<file path="src/rtl/exe_sequencer_if.sv">
//------------------------------------------------------------------------------
// exe_sequencer_if
// Opcode package and the decode/ALU/memory-stage bundle used by exe_sequencer.
// Revision: 1.0
//------------------------------------------------------------------------------
`default_nettype none

package exe_sequencer_pkg;
  typedef enum logic [3:0] {
    OP_ADD   = 4'd0,
    OP_SUB   = 4'd1,
    OP_XOR   = 4'd2,
    OP_OR    = 4'd3,
    OP_AND   = 4'd4,
    OP_ADDI  = 4'd5,
    OP_XORI  = 4'd6,
    OP_ORI   = 4'd7,
    OP_ANDI  = 4'd8,
    OP_JAL   = 4'd9,
    OP_JALR  = 4'd10,
    OP_AUIPC = 4'd11,
    OP_LD    = 4'd12,
    OP_SD    = 4'd13,
    OP_MUL   = 4'd14,
    OP_DIV   = 4'd15
  } op_t;
endpackage

interface exe_sequencer_if;
  import exe_sequencer_pkg::*;

  logic        flush;
  logic        in_valid;
  logic        in_ready;
  op_t         in_op;
  logic [1:0]  in_cls;
  logic        sel_a_pc;
  logic        sel_b_imm;
  logic        unit_start;
  logic [63:0] alu_res;
  logic        out_valid;
  logic        out_ready;
  logic [63:0] out_res;
  logic        busy;

  // Pipeline side driving the sequencer (decode, ALU result, memory stage).
  modport master (
    output flush, in_valid, in_op, in_cls, alu_res, out_ready,
    input  in_ready, sel_a_pc, sel_b_imm, unit_start, out_valid, out_res, busy
  );

  // The sequencer itself.
  modport slave (
    input  flush, in_valid, in_op, in_cls, alu_res, out_ready,
    output in_ready, sel_a_pc, sel_b_imm, unit_start, out_valid, out_res, busy
  );
endinterface

`default_nettype wire

</file>
<file path="src/rtl/exe_sequencer.sv">
//------------------------------------------------------------------------------
// exe_sequencer
// Execute-stage controller: accepts decoded ops, drives ALU operand selects,
// times single-cycle and multi-cycle (MUL/DIV) ops, and presents a registered
// result downstream with valid/ready back-pressure.
// Optional macro EXE_SEQ_PERF_EN adds saturating stall_cycles/op_count outputs.
// Revision: 1.0
//------------------------------------------------------------------------------
`default_nettype none

module exe_sequencer
  import exe_sequencer_pkg::*;
#(
  parameter int MUL_CYCLES = 3,
  parameter int DIV_CYCLES = 64,
  parameter int CNT_W      = 7
) (
  input  wire logic      clk,
  input  wire logic      reset,
  exe_sequencer_if.slave bus
`ifdef EXE_SEQ_PERF_EN
  ,
  output logic [31:0]    stall_cycles,
  output logic [31:0]    op_count
`endif
);

  typedef enum logic [1:0] {
    S_IDLE = 2'd0,
    S_WAIT = 2'd1,
    S_DONE = 2'd2
  } state_t;

  // Counter load values: the capture happens on the cycle cnt reaches zero.
  localparam logic [CNT_W-1:0] C_MUL_LOAD = CNT_W'(MUL_CYCLES - 1);
  localparam logic [CNT_W-1:0] C_DIV_LOAD = CNT_W'(DIV_CYCLES - 1);

  state_t            r_state;
  state_t            w_next;
  logic [CNT_W-1:0]  r_cnt;
  logic [63:0]       r_out_res;
  op_t               r_op;
  logic              w_in_ready;
  logic              w_accept;
  logic              w_is_mul;
  logic              w_is_multi;
  op_t               w_dec_op;
  logic              w_sel_en;

  function automatic logic dec_pc(input op_t op);
    return (op == OP_JAL) || (op == OP_JALR) || (op == OP_AUIPC);
  endfunction

  function automatic logic dec_imm(input op_t op);
    case (op)
      OP_ADDI, OP_XORI, OP_ORI, OP_ANDI, OP_JAL, OP_JALR,
      OP_AUIPC, OP_LD, OP_SD: return 1'b1;
      default:                return 1'b0;
    endcase
  endfunction

  // Handshake, class decode and next-state selection; flush overrides everything.
  always_comb begin
    w_in_ready = !bus.flush && ((r_state == S_IDLE) || ((r_state == S_DONE) && bus.out_ready));
    w_accept   = bus.in_valid && w_in_ready;
    w_is_mul   = (bus.in_cls == 2'd1);
    w_is_multi = w_is_mul || (bus.in_cls == 2'd2);
    w_next     = r_state;
    case (r_state)
      S_WAIT:  if (r_cnt == '0) w_next = S_DONE;
      S_DONE:  if (bus.out_ready) w_next = S_IDLE;
      default: w_next = S_IDLE;
    endcase
    if (w_accept) w_next = w_is_multi ? S_WAIT : S_DONE;
    if (bus.flush) w_next = S_IDLE;
  end

  // State register.
  always_ff @(posedge clk or negedge reset) begin
    if (!reset) r_state <= S_IDLE;
    else        r_state <= w_next;
  end

  // Op latch, cycle counter and result capture.
  always_ff @(posedge clk or negedge reset) begin
    if (!reset) begin
      r_cnt     <= '0;
      r_out_res <= '0;
      r_op      <= OP_ADD;
    end else if (bus.flush) begin
      r_cnt <= '0;
    end else if (w_accept) begin
      r_op <= bus.in_op;
      if (w_is_multi) begin
        r_cnt <= w_is_mul ? C_MUL_LOAD : C_DIV_LOAD;
      end else begin
        r_cnt     <= '0;
        r_out_res <= bus.alu_res;
      end
    end else if (r_state == S_WAIT) begin
      if (r_cnt == '0) r_out_res <= bus.alu_res;
      else             r_cnt     <= r_cnt - 1'b1;
    end
  end

  // Operand selects follow the incoming op on accept, otherwise the held op.
  always_comb begin
    w_dec_op = w_accept ? bus.in_op : r_op;
    w_sel_en = w_accept || (r_state != S_IDLE);
  end

  assign bus.in_ready   = w_in_ready;
  assign bus.unit_start = w_accept && w_is_multi;
  assign bus.sel_a_pc   = w_sel_en && dec_pc(w_dec_op);
  assign bus.sel_b_imm  = w_sel_en && dec_imm(w_dec_op);
  assign bus.out_valid  = (r_state == S_DONE);
  assign bus.out_res    = r_out_res;
  assign bus.busy       = (r_state == S_WAIT);

`ifdef EXE_SEQ_PERF_EN
  logic [31:0] r_stall_cycles;
  logic [31:0] r_op_count;

  // Saturating stall and retired-op counters; a flushed-but-accepted result still counts.
  always_ff @(posedge clk or negedge reset) begin
    if (!reset) begin
      r_stall_cycles <= '0;
      r_op_count     <= '0;
    end else begin
      if (((r_state == S_WAIT) || ((r_state == S_DONE) && !bus.out_ready)) && (r_stall_cycles != '1))
        r_stall_cycles <= r_stall_cycles + 32'd1;
      if ((r_state == S_DONE) && bus.out_ready && (r_op_count != '1))
        r_op_count <= r_op_count + 32'd1;
    end
  end

  assign stall_cycles = r_stall_cycles;
  assign op_count     = r_op_count;
`endif

endmodule

`default_nettype wire

</file>
<file path="src/flat_wrapper.sv">
// flat-port wrapper written by rule: the top's interface ports become plain ports
module exe_sequencer_flat import exe_sequencer_pkg::*;
#(
  parameter int MUL_CYCLES = 3,
  parameter int DIV_CYCLES = 64,
  parameter int CNT_W      = 7
)
  (clk, reset, bus_flush, bus_in_valid, bus_in_op, bus_in_cls, bus_alu_res, bus_out_ready, bus_in_ready, bus_sel_a_pc, bus_sel_b_imm, bus_unit_start, bus_out_valid, bus_out_res, bus_busy);
  exe_sequencer_if bus_i ();
  input  wire logic clk;
  input  wire logic reset;
  input wire logic [$bits(bus_i.flush)-1:0] bus_flush;
  input wire logic [$bits(bus_i.in_valid)-1:0] bus_in_valid;
  input wire logic [$bits(bus_i.in_op)-1:0] bus_in_op;
  input wire logic [$bits(bus_i.in_cls)-1:0] bus_in_cls;
  input wire logic [$bits(bus_i.alu_res)-1:0] bus_alu_res;
  input wire logic [$bits(bus_i.out_ready)-1:0] bus_out_ready;
  output wire logic [$bits(bus_i.in_ready)-1:0] bus_in_ready;
  output wire logic [$bits(bus_i.sel_a_pc)-1:0] bus_sel_a_pc;
  output wire logic [$bits(bus_i.sel_b_imm)-1:0] bus_sel_b_imm;
  output wire logic [$bits(bus_i.unit_start)-1:0] bus_unit_start;
  output wire logic [$bits(bus_i.out_valid)-1:0] bus_out_valid;
  output wire logic [$bits(bus_i.out_res)-1:0] bus_out_res;
  output wire logic [$bits(bus_i.busy)-1:0] bus_busy;
  assign bus_i.flush = bus_flush;
  assign bus_i.in_valid = bus_in_valid;
  assign bus_i.in_op = bus_in_op;
  assign bus_i.in_cls = bus_in_cls;
  assign bus_i.alu_res = bus_alu_res;
  assign bus_i.out_ready = bus_out_ready;
  assign bus_in_ready = bus_i.in_ready;
  assign bus_sel_a_pc = bus_i.sel_a_pc;
  assign bus_sel_b_imm = bus_i.sel_b_imm;
  assign bus_unit_start = bus_i.unit_start;
  assign bus_out_valid = bus_i.out_valid;
  assign bus_out_res = bus_i.out_res;
  assign bus_busy = bus_i.busy;
  exe_sequencer #(.MUL_CYCLES(MUL_CYCLES), .DIV_CYCLES(DIV_CYCLES), .CNT_W(CNT_W)) u_core (.clk(clk), .reset(reset), .bus(bus_i));
endmodule
</file>
<file path="config.mk">
export PLATFORM = sky130hd
export DESIGN_NAME = exe_sequencer_flat
export DESIGN_NICKNAME = d
export VERILOG_FILES = /design/src/rtl/exe_sequencer_if.sv /design/src/rtl/exe_sequencer.sv /design/src/flat_wrapper.sv
export SDC_FILE = /design/constraint.sdc
export NUM_CORES = 1
export LEC_CHECK = 0
export BUFFER_PORTS_ARGS = -buffer_cell sky130_fd_sc_hd__buf_2
export CAP_MARGIN = 20
export CORE_AREA = 10 10 104 106
export DETAILED_ROUTE_END_ITERATION = 10
export DIE_AREA = 0 0 114 116
export PLACE_DENSITY = 0.68
export SLEW_MARGIN = 20
export SYNTH_ARGS = -nofsm -noshare
export SYNTH_HDL_FRONTEND = slang
export SYNTH_SLANG_ARGS = --single-unit
export TNS_END_PERCENT = 100
</file>
<file path="constraint.sdc">
create_clock -name clk -period 4.8 [get_ports clk]
set_clock_uncertainty 0.05 [all_clocks]
set_input_delay 0.96 -clock clk [delete_from_list [all_inputs] [get_ports clk]]
set_output_delay 0.96 -clock clk [all_outputs]
set_load 0.05 [all_outputs]
</file>
# Word level (Yosys, flattened, before mapping)
# Memory sizes are Yosys's and may differ from the RTL's.
# Index checks and enable logic that the tools add are counted.
[classes]
addsub = 1
n_eq_ne = 11
mux = 17
n_bitwise = 1
n_reduce_logical = 21
[op_table]
columns = ["op", "count"]
rows = [
  ["64-bit two-way mux", 4],
  ["7-bit two-way mux", 5],
  ["4-bit == test (second input constant)", 3],
  ["2-bit two-way mux", 5],
  ["7-bit logical NOT", 1],
  ["7-bit by 1-bit subtractor with 7-bit output (second input constant)", 1],
  ["1-bit logical AND", 6],
  ["6-bit two-way mux", 1],
  ["2-bit nonzero test", 3],
  ["1-bit logical OR", 5],
  ["2-bit by 1-bit == test with 1-bit output (second input constant)", 2],
  ["2-bit == test (second input constant)", 2],
  ["4-bit two-way mux", 1],
  ["4-bit by 2-bit inequality test with 1-bit output (second input constant)", 1],
  ["4-bit by 3-bit inequality test with 1-bit output (second input constant)", 1],
  ["2-bit case mux with 2 select lines", 1],
  ["2-bit AND reduction", 2],
  ["4-bit AND reduction", 1],
  ["3-bit by 2-bit inequality test with 1-bit output (second input constant)", 1],
  ["3-bit nonzero test", 1],
  ["2-bit logical NOT", 1],
  ["2-bit inequality test (second input constant)", 1],
  ["1-bit logical NOT", 1],
  ["1-bit NOT", 1],
]
[word_totals]
ff_bits = 77
rom_bits = 16
inputBits = 75
out_inout_bits = 70
word_cells = 56
memories = 1
[mem_list]
columns = ["memory", "depth", "word_bits", "rd", "rd_ports_with_merged_regs", "wr", "line", "source"]
rows = [
  ["(name not given)", 16, 1, 1, 0, 0, "exe_sequencer.sv:55", "case (op)"],
]

# Longest topological paths before layout
[depth]
depth_word = 10
depth_mapped = 8
ltp_nobuf = 6

# Least setup slack after synthesis
# Ideal clock, no wire load.
[synth_timing]
path_type = "input-to-output"
start = "in bus_flush"
end = "out bus_sel_a_pc"
arrival_ns = 3.150
required_ns = 3.790
slack_ns = 0.640
cell_stages = 6
path_buffers = 2
cell_sequence = "buf_2 nor2_1 and3_1 buf_2 mux2_2 nor3b_1"
[synth_between]
elab_chain_cells = 8
elab_cells_between_ends = 11
cone_classes = "eq/ne: 3; mux: 1; reduce/logical: 7"
[synth_lines]
columns = ["item", "line", "source"]
rows = [
  ["start: declaration", "flat_wrapper.sv:12", "input wire logic [$bits(bus_i.flush)-1:0] bus_flush;"],
  ["1-bit logical NOT *", "exe_sequencer.sv:64", "w_in_ready = !bus.flush && ((r_state == S_IDLE) || ((r_state == S_DONE) && bus.out_ready));"],
  ["1-bit logical AND *", "exe_sequencer.sv:64", ""],
  ["1-bit logical AND *", "exe_sequencer.sv:65", "w_accept = bus.in_valid && w_in_ready;"],
  ["4-bit two-way mux", "exe_sequencer.sv:108", "w_dec_op = w_accept ? bus.in_op : r_op;"],
  ["4-bit == test", "exe_sequencer.sv:51", "return (op == OP_JAL) || (op == OP_JALR) || (op == OP_AUIPC);"],
  ["1-bit logical OR (2 in a row)", "exe_sequencer.sv:51", ""],
  ["1-bit logical AND *", "exe_sequencer.sv:114", "assign bus.sel_a_pc = w_sel_en && dec_pc(w_dec_op);"],
  ["end: declaration", "flat_wrapper.sv:19", "output wire logic [$bits(bus_i.sel_a_pc)-1:0] bus_sel_a_pc;"],
]
# Every way passes the cells marked *; elsewhere a longest branch is shown, timed or not.

# Final worst setup path
# Ends and elaborated chain as after synthesis.

==> key figures <==
Global routing
  • Total congestion overflow: 0
  • GRT Overall Usage: 12.2%
  • Initial antenna violation count: 0
  • Largest net degree at the start of global routing: 78
  • First-pass GRT wire length: 13,100 um
  • Number of global-route vias before repair: 2,582

Clock tree
  • Cts hold-fix bufs: 0
  • CTS clock-pin slew for the worst setup and hold paths: 0.09 ns
  • Post-CTS sizing: 0
  • Max Buffers Root-to-Sink: 2
  • Total CTS buffers: 9
  • Latest clock arrival within the worst-skew pair: 0.33 ns
  • CTS root buf: clkbuf_8
  • Post-CTS Setup Inserts: 0
  • Clock H-tree levels: 3
  • Clk sink count: 77
  • CTS tree: done

Die
  • Core region area: 8680 um^2
  • Top Ports: 145
  • Starting Density: 39.8%
  • DIE AREA: 13,200 um^2
  • Die W: 114 um
  • Die height: 116 um
  • FP Rows: 34

Route
  • DRT antenna net count: 0
  • Iteration-0 DRC Markers: 162
  • DR vias: 2,360
  • Vias/cell: 4.87
  • Post-Route WL: 8210 um
  • Residual DRC: 0
  • DR WL/cell: 16.9 um
  • Drt pass-1 iters: 4

Placement
  • HPWL after detailed placement: 6290 um
  • Placer congestion estimate: 0.812
  • Dpl ws: 1.13 ns
  • I/O Buffers: 144
  • Dpl cell area: 4210 um^2

Timing
  • RSZ-0062 raised after global routing: false
  • Slew margin rel.: 39.3%
  • Setup violators final: 0
  • Crit share post-route: 76.4%
  • Final Slew Violations: 0
  • Final number of hold-violating endpoints: 0
  • Worst Slack Setup Final: 1.13 ns
  • Max Clock Freq: 273 MHz
  • Slew @ Worst Pin: 0.910 ns
  • Setup TNS: 0 ns
  • Crit path time final: 3.67 ns

Yosys
  • Top cells by area, synth: dfrtp_1, mux2_4, mux2_2, buf_12, mux2_1
  • EDFF count, synth: 0
  • Synth Flop Type: dfrtp_1
  • Seq cells post-synth: 77
  • Register area share after synthesis: 55.8%
  • Distinct cells, synth: 39
  • Synthesized cell area: 3460 um^2
  • Area leader, netlist: dfrtp_1
  • Top-area cell type share of the netlist area: 55.8%
  • Synth warnings: 0
  • Synthesized net count: 303
  • Synthesized area per cell: 15.4 um^2
  • Syn Inst Count: 225
  • Ys async rst share: 100%

Power
  • Combinational share of power: 52.0%
  • P_sw: 0.00168 W
  • Pleak: 2.24 nW
  • Total power: 0.00356 W
  • Sequential share of power: 30.5%
  • Power per cell area: 797 nW/um^2
  • Cell-internal power: 0.00189 W
  • Clock power share: 17.5%
  • VDD IR max: 0.390 mV
  • Switching Share: 47.0%

Setup path
  • CP dominant cell by count: buf_2
  • Reg2reg path depth: 7
  • Crit path depth: 6
  • CP max stage delay: 0.43 ns
  • CP max-delay cell: and3_1
  • Crit path launch type: input port
  • Buf+Inv Stages, Crit Path: 2
  • R2R Path Start: u_core.r_cnt[0]$_DFFE_PN0P_
  • Flop-to-flop setup slack: 1.81 ns
  • Crit path max-delay family: simple AND/OR/NAND/NOR gates
  • Arrival time at the worst endpoint: 2.66 ns
  • Critical-path cell list: buf_2 -> nor2_1 -> and3_1 -> mux2_2 -> nor3b_1 -> buf_2
  • Crit. End Element: output port
  • Crit path max fanout: 10
  • WS Path Type: input port to output port
  • FF-to-FF End: u_core.bus.out_res[12]$_DFFE_PN0P_
  • Worst EP required: 3.79 ns

Hold path
  • Hold/Removal Path Class: register to register
  • Hold-critical path endpoint: u_core.bus.out_res[1]$_DFFE_PN0P_
  • Hold Crit Start: u_core.bus.out_res[1]$_DFFE_PN0P_
  • Worst hold stages: 1

Cells and area
  • ANT cells: 0
  • Finished Core Util: 51.5%
  • Final instance area: 4470 um^2
  • Final #Nets: 451
  • Area grow syn2layout: 29.4%
  • Layout cells sized above 1: 59.7%

Flow run
  • Max-Cap Viols: 0

Status
  • Status: completed
## worst max-delay path by stage
stage,startpoint,endpoint,slack (ns)
final,bus_flush,bus_sel_a_pc,1.13
after detailed placement,bus_flush,bus_sel_a_pc,1.13
after global routing,bus_flush,bus_sel_a_pc,1.04
after CTS,bus_flush,bus_sel_a_pc,1.13
after global placement,bus_flush,bus_sel_a_pc,1.19
after floorplan,bus_flush,bus_sel_a_pc,0.64
## state kept, by name (all words and copies together), names as in the netlist
register	flops
u_core.bus.out_res	64
u_core.r_cnt	7
u_core.r_op	4
u_core.r_state	2
## power groups by stage
| stage | logic (W) | clock network (W) | registers (W) |
|---|---|---|---|
| floorplan | 0.000478 | 0 | 0.00205 |
| global placement | 0.00186 | 0 | 0.00108 |
| detailed placement | 0.00188 | 0 | 0.00110 |
| CTS | 0.00188 | 0.000643 | 0.00109 |
| global route | 0.00194 | 0.000672 | 0.00113 |
| finish | 0.00185 | 0.000622 | 0.00109 |
## synth_stat cells, drive strengths merged (2+ instances only)
cell,n
a211oi,4
a21boi,3
a21o,2
a21oi,6
buf,9
dfrtp,77
ha,3
inv,4
mux2,66
mux2i,2
nand2,8
nand3,4
nand3b,3
nand4,2
nor2,6
nor2b,5
nor3,3
nor4b,2
or4,2
xnor2,2
## through the flow
step / hold slack, ns / cells
finish: 0.447 / 485
global route: 0.459 / 485
CTS: 0.445 / 485
detailed placement: 0.425 / 470
global placement: 0.413 / 470
floorplan: 0.396 / 225
## layout by cell type (no fill, tap or decap), types with 5 or more instances in the layout
master,count
a21oi_1,5
buf_2,143
clkbuf_8,9
dfrtp_1,77
mux2_1,6
mux2_2,12
mux2_4,48
nand2_1,8
nor2_1,6
nor2b_1,5
## area by class of cell
cell class              count  area (um^2)
fillers                   782         4210
clock inverters             6          136
well taps                 108          135
repair buffers            146          738
inverters                   4         15.0
multi-input cells         135         1400
flip-flops and latches     77         1930
clock buffers               9          124
## routing by layer
metal | track usage (%) | wire length (um) | vias to the layer above
li1 | - | - | 1105
met1 | 14.2 | 3320 | 1151
met2 | 19.3 | 4000 | 96
met3 | 5.01 | 782 | 8
met4 | 5.43 | 102 | 0
met5 | 0 | 0 | -
## kinds of logic (layout without fill, tap and decap cells)
| family | count (synthesis) | count (layout) | synth area share [%] |
|---|---|---|---|
| AOI/OAI and AO/OA | 20 | 20 | 4.02 |
| muxes | 68 | 68 | 27.3 |
| and+or+nand+nor | 42 | 42 | 7.24 |
| xor gates and xnor gates | 2 | 2 | 0.507 |
| DFF | 77 | 77 | 55.8 |
| adders and majority gates | 3 | 3 | 1.09 |
| buffers and inverters | 13 | 165 | 4.09 |
No activity file was read; power rests on OpenSTA's default activity.
